==> src/rtl/i2c_target_if.sv <==
// Peripheral-bus slot between the CPU bus decoder and the I2C target register bank.
// Latency: one-cycle acknowledge pulse with registered read data.
// Backpressure: none; every decoded request is answered on the following cycle.
interface i2c_target_if;
  logic        iomem_valid;
  logic        iomem_ready;
  logic [3:0]  iomem_wstrb;
  logic [7:0]  iomem_addr;
  logic [31:0] iomem_wdata;
  logic [31:0] iomem_rdata;

  modport master (
    output iomem_valid, iomem_wstrb, iomem_addr, iomem_wdata,
    input  iomem_ready, iomem_rdata
  );

  modport slave (
    input  iomem_valid, iomem_wstrb, iomem_addr, iomem_wdata,
    output iomem_ready, iomem_rdata
  );
endinterface

==> src/rtl/i2c_target.sv <==
// I2C target with a byte register bank, pointer auto-increment, shared with the CPU bus.
// Latency: CPU access acked 1 cycle after request; I2C decisions ~3 cycles after SCL edges.
// Backpressure: none (no clock stretching); optional macro I2C_TGT_IRQ_EN adds irq/irq_en.
module i2c_target #(
  parameter logic [6:0] TARGET_ADDR = 7'h42,
  parameter int         NUM_REGS    = 16
) (
  input  logic clk,
  input  logic resetn,
  input  logic scl_in,
  input  logic sda_in,
  output logic sda_oe,
`ifdef I2C_TGT_IRQ_EN
  output logic irq,
`endif
  i2c_target_if.slave bus
);
  localparam int PW = $clog2(NUM_REGS);

  typedef enum logic [3:0] {
    IDLE, ADDR, ADDR_ACK, PTR, PTR_ACK, WDATA, WDATA_ACK, RDATA, RDATA_ACK, WAIT_STOP
  } state_t;

  // [0],[1] synchronizer stages, [2] history for edge detection
  logic [2:0]    scl_q, sda_q;
  state_t        state_q;
  logic [3:0]    cnt_q;
  logic [7:0]    shift_q;
  logic          rw_q;
  logic [PW-1:0] ptr_q;
  logic          sda_oe_q;
  logic [7:0]    bank_q [NUM_REGS];
  logic          wr_flag_q, rd_seen_q;
  logic          ready_q;
  logic [31:0]   rdata_q;
`ifdef I2C_TGT_IRQ_EN
  logic          wr_pend_q;
  logic          irq_en_q;
`endif

  logic          scl_rise, scl_fall, start_det, stop_det;
  logic [7:0]    rx_byte, cur_byte;
  logic          req, is_bank, busy;
  logic [PW-1:0] bidx;
  logic [31:0]   rd_word;

  assign scl_rise  = scl_q[1] & ~scl_q[2];
  assign scl_fall  = ~scl_q[1] & scl_q[2];
  assign start_det = scl_q[1] & scl_q[2] & sda_q[2] & ~sda_q[1];
  assign stop_det  = scl_q[1] & scl_q[2] & ~sda_q[2] & sda_q[1];
  assign rx_byte   = {shift_q[6:0], sda_q[1]};
  assign cur_byte  = bank_q[ptr_q];

  assign req     = bus.iomem_valid & ~ready_q;
  assign is_bank = ({1'b0, bus.iomem_addr} < 9'(NUM_REGS)) && (bus.iomem_addr[1:0] == 2'b00);
  assign bidx    = bus.iomem_addr[PW-1:0];
  assign busy    = (state_q != IDLE) && (state_q != WAIT_STOP);

  assign sda_oe          = sda_oe_q;
  assign bus.iomem_ready = ready_q;
  assign bus.iomem_rdata = rdata_q;
`ifdef I2C_TGT_IRQ_EN
  assign irq = irq_en_q & wr_flag_q;
`endif

  // CPU read mux: little-endian bank words, status word, optional control word
  always_comb begin
    rd_word = 32'd0;
    if (is_bank) begin
      rd_word = {bank_q[bidx + PW'(3)], bank_q[bidx + PW'(2)], bank_q[bidx + PW'(1)], bank_q[bidx]};
    end else if (bus.iomem_addr == 8'h40) begin
      rd_word[0]       = busy;
      rd_word[1]       = wr_flag_q;
      rd_word[2]       = rd_seen_q;
      rd_word[8 +: PW] = ptr_q;
    end
`ifdef I2C_TGT_IRQ_EN
    else if (bus.iomem_addr == 8'h44) begin
      rd_word[8] = irq_en_q;
    end
`endif
  end

  // Pad conditioning, protocol FSM, register bank and CPU slot; the I2C side is
  // evaluated after the CPU side so its bank writes and flag sets win collisions.
  always_ff @(posedge clk) begin
    if (!resetn) begin
      scl_q     <= 3'b111;
      sda_q     <= 3'b111;
      state_q   <= IDLE;
      cnt_q     <= 4'd0;
      shift_q   <= 8'd0;
      rw_q      <= 1'b0;
      ptr_q     <= '0;
      sda_oe_q  <= 1'b0;
      wr_flag_q <= 1'b0;
      rd_seen_q <= 1'b0;
      ready_q   <= 1'b0;
      rdata_q   <= 32'd0;
      for (int i = 0; i < NUM_REGS; i++) bank_q[i] <= 8'd0;
`ifdef I2C_TGT_IRQ_EN
      wr_pend_q <= 1'b0;
      irq_en_q  <= 1'b0;
`endif
    end else begin
      scl_q   <= {scl_q[1:0], scl_in};
      sda_q   <= {sda_q[1:0], sda_in};
      ready_q <= req;
      rdata_q <= req ? rd_word : 32'd0;

      if (req && (bus.iomem_wstrb != 4'd0)) begin
        if (is_bank) begin
          for (int k = 0; k < 4; k++) begin
            if (bus.iomem_wstrb[k]) bank_q[bidx + PW'(k)] <= bus.iomem_wdata[8*k +: 8];
          end
        end else if (bus.iomem_addr == 8'h40 && bus.iomem_wstrb[0]) begin
          if (bus.iomem_wdata[1]) wr_flag_q <= 1'b0;
          if (bus.iomem_wdata[2]) rd_seen_q <= 1'b0;
        end
`ifdef I2C_TGT_IRQ_EN
        else if (bus.iomem_addr == 8'h44 && bus.iomem_wstrb[1]) begin
          irq_en_q <= bus.iomem_wdata[8];
        end
`endif
      end

      if (start_det) begin
        state_q  <= ADDR;
        cnt_q    <= 4'd0;
        sda_oe_q <= 1'b0;
      end else if (stop_det) begin
        state_q  <= IDLE;
        sda_oe_q <= 1'b0;
`ifdef I2C_TGT_IRQ_EN
        if (wr_pend_q) wr_flag_q <= 1'b1;
        wr_pend_q <= 1'b0;
`endif
      end else begin
        case (state_q)
          ADDR: if (scl_rise) begin
            shift_q <= rx_byte;
            cnt_q   <= cnt_q + 4'd1;
            if (cnt_q == 4'd7) begin
              cnt_q <= 4'd0;
              if (rx_byte[7:1] == TARGET_ADDR) begin
                state_q <= ADDR_ACK;
                rw_q    <= rx_byte[0];
                if (rx_byte[0]) rd_seen_q <= 1'b1;
              end else begin
                state_q <= WAIT_STOP;
              end
            end
          end
          // First falling edge starts the ACK clock, the second one ends it
          ADDR_ACK: if (scl_fall) begin
            if (!sda_oe_q) begin
              sda_oe_q <= 1'b1;
            end else if (rw_q) begin
              state_q  <= RDATA;
              shift_q  <= cur_byte;
              sda_oe_q <= ~cur_byte[7];
              cnt_q    <= 4'd0;
            end else begin
              state_q  <= PTR;
              sda_oe_q <= 1'b0;
              cnt_q    <= 4'd0;
            end
          end
          PTR: if (scl_rise) begin
            shift_q <= rx_byte;
            cnt_q   <= cnt_q + 4'd1;
            if (cnt_q == 4'd7) begin
              ptr_q   <= rx_byte[PW-1:0];
              state_q <= PTR_ACK;
            end
          end
          PTR_ACK, WDATA_ACK: if (scl_fall) begin
            if (!sda_oe_q) begin
              sda_oe_q <= 1'b1;
            end else begin
              state_q  <= WDATA;
              sda_oe_q <= 1'b0;
              cnt_q    <= 4'd0;
            end
          end
          WDATA: if (scl_rise) begin
            shift_q <= rx_byte;
            cnt_q   <= cnt_q + 4'd1;
            if (cnt_q == 4'd7) begin
              bank_q[ptr_q] <= rx_byte;
              ptr_q         <= ptr_q + 1'b1;
              state_q       <= WDATA_ACK;
`ifdef I2C_TGT_IRQ_EN
              wr_pend_q <= 1'b1;
`else
              wr_flag_q <= 1'b1;
`endif
            end
          end
          // Shift on the rising edge, present the next bit on the falling edge
          RDATA: begin
            if (scl_rise) begin
              shift_q <= {shift_q[6:0], 1'b0};
              cnt_q   <= cnt_q + 4'd1;
            end else if (scl_fall) begin
              if (cnt_q == 4'd8) begin
                sda_oe_q <= 1'b0;
                state_q  <= RDATA_ACK;
                cnt_q    <= 4'd0;
              end else begin
                sda_oe_q <= ~shift_q[7];
              end
            end
          end
          // cnt_q=1 marks a master ACK seen on the rising edge
          RDATA_ACK: begin
            if (scl_rise) begin
              if (!sda_q[1]) begin
                ptr_q <= ptr_q + 1'b1;
                cnt_q <= 4'd1;
              end else begin
                state_q <= WAIT_STOP;
              end
            end else if (scl_fall && cnt_q == 4'd1) begin
              state_q  <= RDATA;
              shift_q  <= cur_byte;
              sda_oe_q <= ~cur_byte[7];
              cnt_q    <= 4'd0;
            end
          end
          IDLE, WAIT_STOP: ;
          default: state_q <= IDLE;
        endcase
      end
    end
  end
endmodule

==> src/flat_wrapper.sv <==
// flat-port wrapper written by rule: the top's interface ports become plain ports
module i2c_target_flat 
#(
  parameter logic [6:0] TARGET_ADDR = 7'h42,
  parameter int         NUM_REGS    = 16
)
  (clk, resetn, scl_in, sda_in, sda_oe, bus_iomem_valid, bus_iomem_wstrb, bus_iomem_addr, bus_iomem_wdata, bus_iomem_ready, bus_iomem_rdata);
  i2c_target_if bus_i ();
  input  logic clk;
  input  logic resetn;
  input  logic scl_in;
  input  logic sda_in;
  output logic sda_oe;
  input wire logic [$bits(bus_i.iomem_valid)-1:0] bus_iomem_valid;
  input wire logic [$bits(bus_i.iomem_wstrb)-1:0] bus_iomem_wstrb;
  input wire logic [$bits(bus_i.iomem_addr)-1:0] bus_iomem_addr;
  input wire logic [$bits(bus_i.iomem_wdata)-1:0] bus_iomem_wdata;
  output wire logic [$bits(bus_i.iomem_ready)-1:0] bus_iomem_ready;
  output wire logic [$bits(bus_i.iomem_rdata)-1:0] bus_iomem_rdata;
  assign bus_i.iomem_valid = bus_iomem_valid;
  assign bus_i.iomem_wstrb = bus_iomem_wstrb;
  assign bus_i.iomem_addr = bus_iomem_addr;
  assign bus_i.iomem_wdata = bus_iomem_wdata;
  assign bus_iomem_ready = bus_i.iomem_ready;
  assign bus_iomem_rdata = bus_i.iomem_rdata;
  i2c_target #(.TARGET_ADDR(TARGET_ADDR), .NUM_REGS(NUM_REGS)) u_core (.clk(clk), .resetn(resetn), .scl_in(scl_in), .sda_in(sda_in), .sda_oe(sda_oe), .bus(bus_i));
endmodule
==> config.mk <==
export PLATFORM = sky130hd
export DESIGN_NAME = i2c_target_flat
export DESIGN_NICKNAME = d
export VERILOG_FILES = /design/src/rtl/i2c_target_if.sv /design/src/rtl/i2c_target.sv /design/src/flat_wrapper.sv
export SDC_FILE = /design/constraint.sdc
export NUM_CORES = 1
export LEC_CHECK = 0
export BUFFER_PORTS_ARGS = -buffer_cell sky130_fd_sc_hd__buf_2
export CAP_MARGIN = 20
export CORE_ASPECT_RATIO = 1.2
export CORE_MARGIN = 2
export CORE_UTILIZATION = 32
export CTS_BUF_LIST = sky130_fd_sc_hd__clkbuf_8
export DETAILED_ROUTE_END_ITERATION = 10
export GPL_TIMING_DRIVEN = 0
export PLACE_DENSITY = 0.57
export SYNTH_ARGS = -nofsm -noshare
export SYNTH_HDL_FRONTEND = slang
export SYNTH_SLANG_ARGS = --single-unit
==> constraint.sdc <==
create_clock -name clk -period 3.2 [get_ports clk]
set_input_delay 0.16 -clock clk [delete_from_list [all_inputs] [get_ports clk]]
set_output_delay 0.16 -clock clk [all_outputs]
set_load 0.02 [all_outputs]
Word level (Yosys, flattened, before mapping):

Memories as Yosys holds them, arrays and structs flattened. A register that Yosys moved wholly into a read port is not among the register bits.
Cells that the tools add are included.

* register bits after elaboration: 63
* memory bits (writable): 128
* output and inout port bits: 34
* memories: 1

* $add $sub $neg: 5
* order comparisons: 1
* equality and inequality tests: 59
* muxes and demuxes: 128
* bitwise operators: 19
* reductions and logical operators: 36

Memories
* u_core.bank_q: words 16, bits a word 8, rd ports 5, clocked after memory_dff 3, write ports 16, line i2c_target.sv:32 `logic [7:0] bank_q [NUM_REGS];`

Operators with widths (number)
* $mux W4: 43
* $mux W8: 12
* $mux W1: 65
* $ne A4 B1 Y1 const B: 12
* $ne A2 B1 Y1 const B: 20
* $reduce_or A8 Y1: 5
* $pmux W4 S8: 1
* $pmux W8 S4: 1
* $reduce_and A16 Y1: 2
* $eq A4 B3 Y1 const B: 5
* $pmux W4 S5: 1
* $reduce_and A10 Y1: 2
* $reduce_bool A4 Y1: 4
* $add A4 B1 Y4 const B: 3
* $eq A4 B4 Y1 const B: 3
* $ne A3 B1 Y1 const B: 4
* $pmux W4 S3: 1
* $not A1 Y1: 11
* $mux W3: 3
* $reduce_and A9 Y1: 1
* $reduce_or A3 Y1: 3
* $add A4 B2 Y4 const B: 2
* $and A1 B1 Y1: 8
* $eq A4 B1 Y1 const B: 2
* 22 further kinds: 34

Depth between registers and ports, before layout:

* depth after elaboration: 12
* depth in mapped cells: 14
* depth with buffers taken out: 8

Worst setup path before layout:

Ideal clock, no wire load.

* path type: in2reg
* start point: in bus_iomem_addr[1]
* end point: mem u_core.bank_q[6][0] (enable)
* library setup time: 0.337 ns
* arrival time: 3.119 ns
* data required time: 2.863 ns
* setup slack: -0.256 ns
* stages: 12
* path buffers: 4
* path through: buf_2 clkbuf_1 clkbuf_1 inv_1 ha_1 xnor2_2 nand3_2 nor3_1 or2_2 clkbuf_1 nor3_1 nand3_1

RTL lines
* start: declaration: line flat_wrapper.sv:16 `input wire logic [$bits(bus_i.iomem_addr)-1:0] bus_iomem_addr;`
* end: declaration: line i2c_target.sv:32

==> results by group <==
Status
  – Outcome: finished, violations left
  – Failing checks: negative setup slack

Die
  – Die area: 59500 sq um
  – # IOs: 83
  – Die Ht: 267 um
  – Starting density of the core: between 30 and 40%
  – Chip width: approximately 220 um
  – Core area: between 50000 and 60000 sq um
  – Row Count: between 90 and 100

Logic synthesis
  – Sequential element share of the synthesized area: roughly 28%
  – Post-Syn Area: about 18000 sq um
  – Unique cell type count in the Yosys netlist: about 100
  – Syn Area/Cell: between 9 and 10 sq um
  – Synth area leaders: mux4_2, edfxtp_1, dfxtp_1, nand2_1, nor2_1
  – Async SR Flop Fraction: 0%
  – Most used DFF post-synth: edfxtp_1
  – Seq cells post-synth: about 200
  – Leading area contributor after synthesis: mux4_2
  – Post-synth EDFFs: around 130
  – Syn_nets: roughly 2000
  – Cells after Synth: ~1900
  – Yosys warning count: 0
  – Share of the synthesized area in the top cell type: a little under a quarter

Power
  – Switching pwr: 2.07 mW
  – Internal power: between 3 and 4 mW
  – Clock power share: a little over a quarter
  – LEAKAGE: between 7 and 8 nW
  – Sw Ratio: 35.1%
  – VDD IR max: roughly 0.00021 V
  – Reg power frac: around half
  – Pwr per Cell Area: approximately 280 nW/um^2
  – Combinational power share: between 20% and 30%

Timing
  – Slew Viols, Final: 0
  – Setup TNS: -23.7 ps
  – Unrepaired setup endpoints after global routing: false
  – Worst hold slack: about 210 ps
  – Max Clock Freq: approximately 310 MHz
  – Worst Skew: ~32 ps
  – Final setup violating endpoints: 1
  – Setup slack after layout: -23.7 ps
  – Max_slew headroom: approximately a fifth
  – Final number of hold-violating endpoints: 0
  – Final period utilization: 101%
  – Slew @ Worst Pin: between 1000 and 1500 ps
  – Fin crit period: ~3200 ps

Clock network
  – CTS tree: yes
  – Clock transition at path regs: about 110 ps
  – Latest clock arrival within the worst-skew pair: 540 ps
  – CTS HTree Levels: 4
  – Num CTS Buffers: 17
  – Max Root-Sink Buffers: 2
  – Root buffer cell: clkbuf_8
  – Clk sinks: roughly 200

Critical path
  – Worst-path maximum fanout: 10
  – Worst EP required: 3580 ps
  – Crit path DAT: between 3000 and 4000 ps
  – Setup crit end kind: flip-flop
  – Critical path type: in -> reg
  – R2R cell count: 8
  – Startpoint types: input pin
  – R2R setup slack: around 140 ps

Drt
  – # DRC: 0
  – Routed WL per cell: 40.6 um
  – Final ANT Viol Nets: 0
  – Via Count: 20005
  – Iter 0 DRT Violations: roughly 3600
  – Final WL: around 110000 um
  – Vias/cell: slightly above 7
  – Drt first pass iters: 6

Final layout
  – Fraction of layout cells with a size suffix above 1: between 20% and 30%
  – Nets: between 2000 and 2500
  – Post-route insts no fill: ~2800
  – Area delta synth->final: 14.7%
  – Core Util, Final: 37.0%

GRT
  – Grt ovf: 0
  – Largest net degree at the start of global routing: 19
  – GRT Overall Usage: between 30% and 40%
  – Number of global-route vias before repair: roughly 19000
  – Antenna violations before repair: 4
  – First-pass GRT wire length: ~150000 um

Placed design
  – DP HPWL: slightly below 90000 um
  – Placer Congestion: around 1.1
  – # placed instances: 2710
  – Number of port buffers: 71

Flow run
  – Max-cap violation count: 0

Min path
  – HP Class: in -> reg
  – Hold Path Depth: 2
-- sequential cells by signal, indices dropped and copies added (netlist names), 3 cells and up, named ones only --
name,count
u_core.bank_q,128
u_core.bus.iomem_rdata,32
u_core.cnt_q,4
u_core.ptr_q,4
u_core.scl_q,3
u_core.sda_q,3
u_core.shift_q,8
u_core.state_q,4
-- placed cells by master, fill, tap and decap left out, types with 12 or more instances in the layout --
master and instances:
nor2b_1 12, a22oi_1 29, nor2_1 147, o211ai_1 25
a31oi_1 21, nand2_1 186, inv_1 18, a221oi_1 39
o221a_2 16, clkbuf_8 20, o21ai_0 85, nand4_1 26
buf_2 116, nand3_1 62, and2_1 29, a311o_1 12
clkbuf_1 91, nand2b_1 22, a221o_1 23, mux2i_1 12
nor3_1 37, o22ai_1 25, dfxtp_1 67, clkbuf_2 14
mux4_2 187, or3_1 18, mux2_2 17, o221ai_1 15
buf_4 42, edfxtp_1 128, buf_1 18, a21oi_1 111
a211oi_1 14, and3_1 26, ha_1 15
-- cell families (layout without fill, tap and decap cells) --
family | count (synthesis) | in the layout | share of synthesized area (%)
compound gates | 553 | 553 | 21.3
xor+xnor | 10 | 10 | 0.659
fa+ha+maj | 17 | 17 | 1.16
buf+inv | 228 | 363 | 5.20
flops | 195 | 195 | 28.2
mux | 217 | 217 | 24.6
other cells | 0 | 2 | 0
simple gates | 679 | 679 | 18.8
-- repair_timing --
item                                    CTS  global route
endpoints found under the setup margin  288           239
hold buffers                              2             0
hold endpoints to repair                  2             0
setup buffers                            23            11
resized for setup                       135            49
pin swaps                                16             6
-- power by group through the flow --
stage / Clock (mW) / Sequential (mW) / Combinational [mW]
CTS: 1.54 / 2.90 / 1.38
global placement: 0 / 2.96 / 1.31
finish: 1.54 / 2.92 / 1.45
floorplan: 0 / 2.85 / 0.779
global route: 1.64 / 2.91 / 1.46
detailed placement: 0 / 2.96 / 1.32
-- synthesized netlist by cell type (6+ instances only) --
cell	n
o221ai_1	15
buf_1	21
nor3_2	8
ha_1	17
nand3_1	72
or3_1	22
o32ai_1	8
nand4_1	26
nand3b_1	6
a2bb2oi_1	8
a22oi_1	31
nor3_1	46
o22a_1	8
o22ai_1	27
a221oi_1	43
a221o_1	23
and3_1	28
mux4_2	187
nor2_1	153
nand2_1	190
o21ai_0	89
nand2b_1	22
buf_2	57
and2_1	30
o21ai_1	6
o211ai_1	25
or4_1	7
clkbuf_1	123
inv_1	18
mux2i_1	12
o221a_2	16
nor2b_1	12
a21oi_1	114
a31oi_1	22
o41ai_1	11
a211oi_1	18
edfxtp_1	128
a311o_1	12
o21a_1	11
nor4_1	10
o31ai_1	6
dfxtp_1	67
mux2_2	17
-- critical path: stages --
cell and delay [ps]:
buf_2 170, clkbuf_4 250, buf_4 250, clkinv_4 170
ha_1 200, or4b_1 470, buf_6 180, nor2_4 140
buf_4 190, and3_1 150, clkbuf_1 270, a21oi_1 80
a211oi_1 650, a221o_1 250
-- worst paths after layout --
path / startpoint / endpoint
hold reg to reg: u_core.sda_q[0] / u_core.sda_q[1]
setup / recovery: bus_iomem_addr[0] / u_core.bank_q[6][4]
setup reg to reg: u_core.bus.iomem_ready / u_core.bank_q[6][4]
hold / removal: bus_iomem_wdata[28] / u_core.bank_q[6][4]
-- metal layers --
metal | wire length [um] | global-route usage (%) | part of all wire [%] | vias to the layer above
met5 | 0 | 0 | 0 | -
li1 | - | - | - | 7872
met2 | 48300 | 56.5 | 43 | 1800
met4 | 10900 | 29.3 | 9.7 | 0
met3 | 12900 | 9.98 | 11 | 507
met1 | 40400 | 45.7 | 36 | 9826
-- layout make-up --
class / count / area (sq um)
repair buffers: 113 / 731
flip-flops and latches: 195 / 5180
well taps: 735 / 920
clock inverters: 14 / 104
clock buffers: 18 / 248
fillers: 5718 / 35900
diodes: 2 / 5.00
plain buffers: 197 / 968
multi-input cells: 1476 / 12900
inverters: 21 / 87.6
-- metrics by stage --
step	setup WS [ps]	instance area, sq um	power, mW
floorplan	7.34	18400	3.63
global placement	-2520	19700	4.27
detailed placement	-2560	19800	4.28
CTS	-58.9	20900	5.82
global route	14.6	21100	6.01
finish	-23.7	21100	5.91
(Power assumes the default switching activity.)
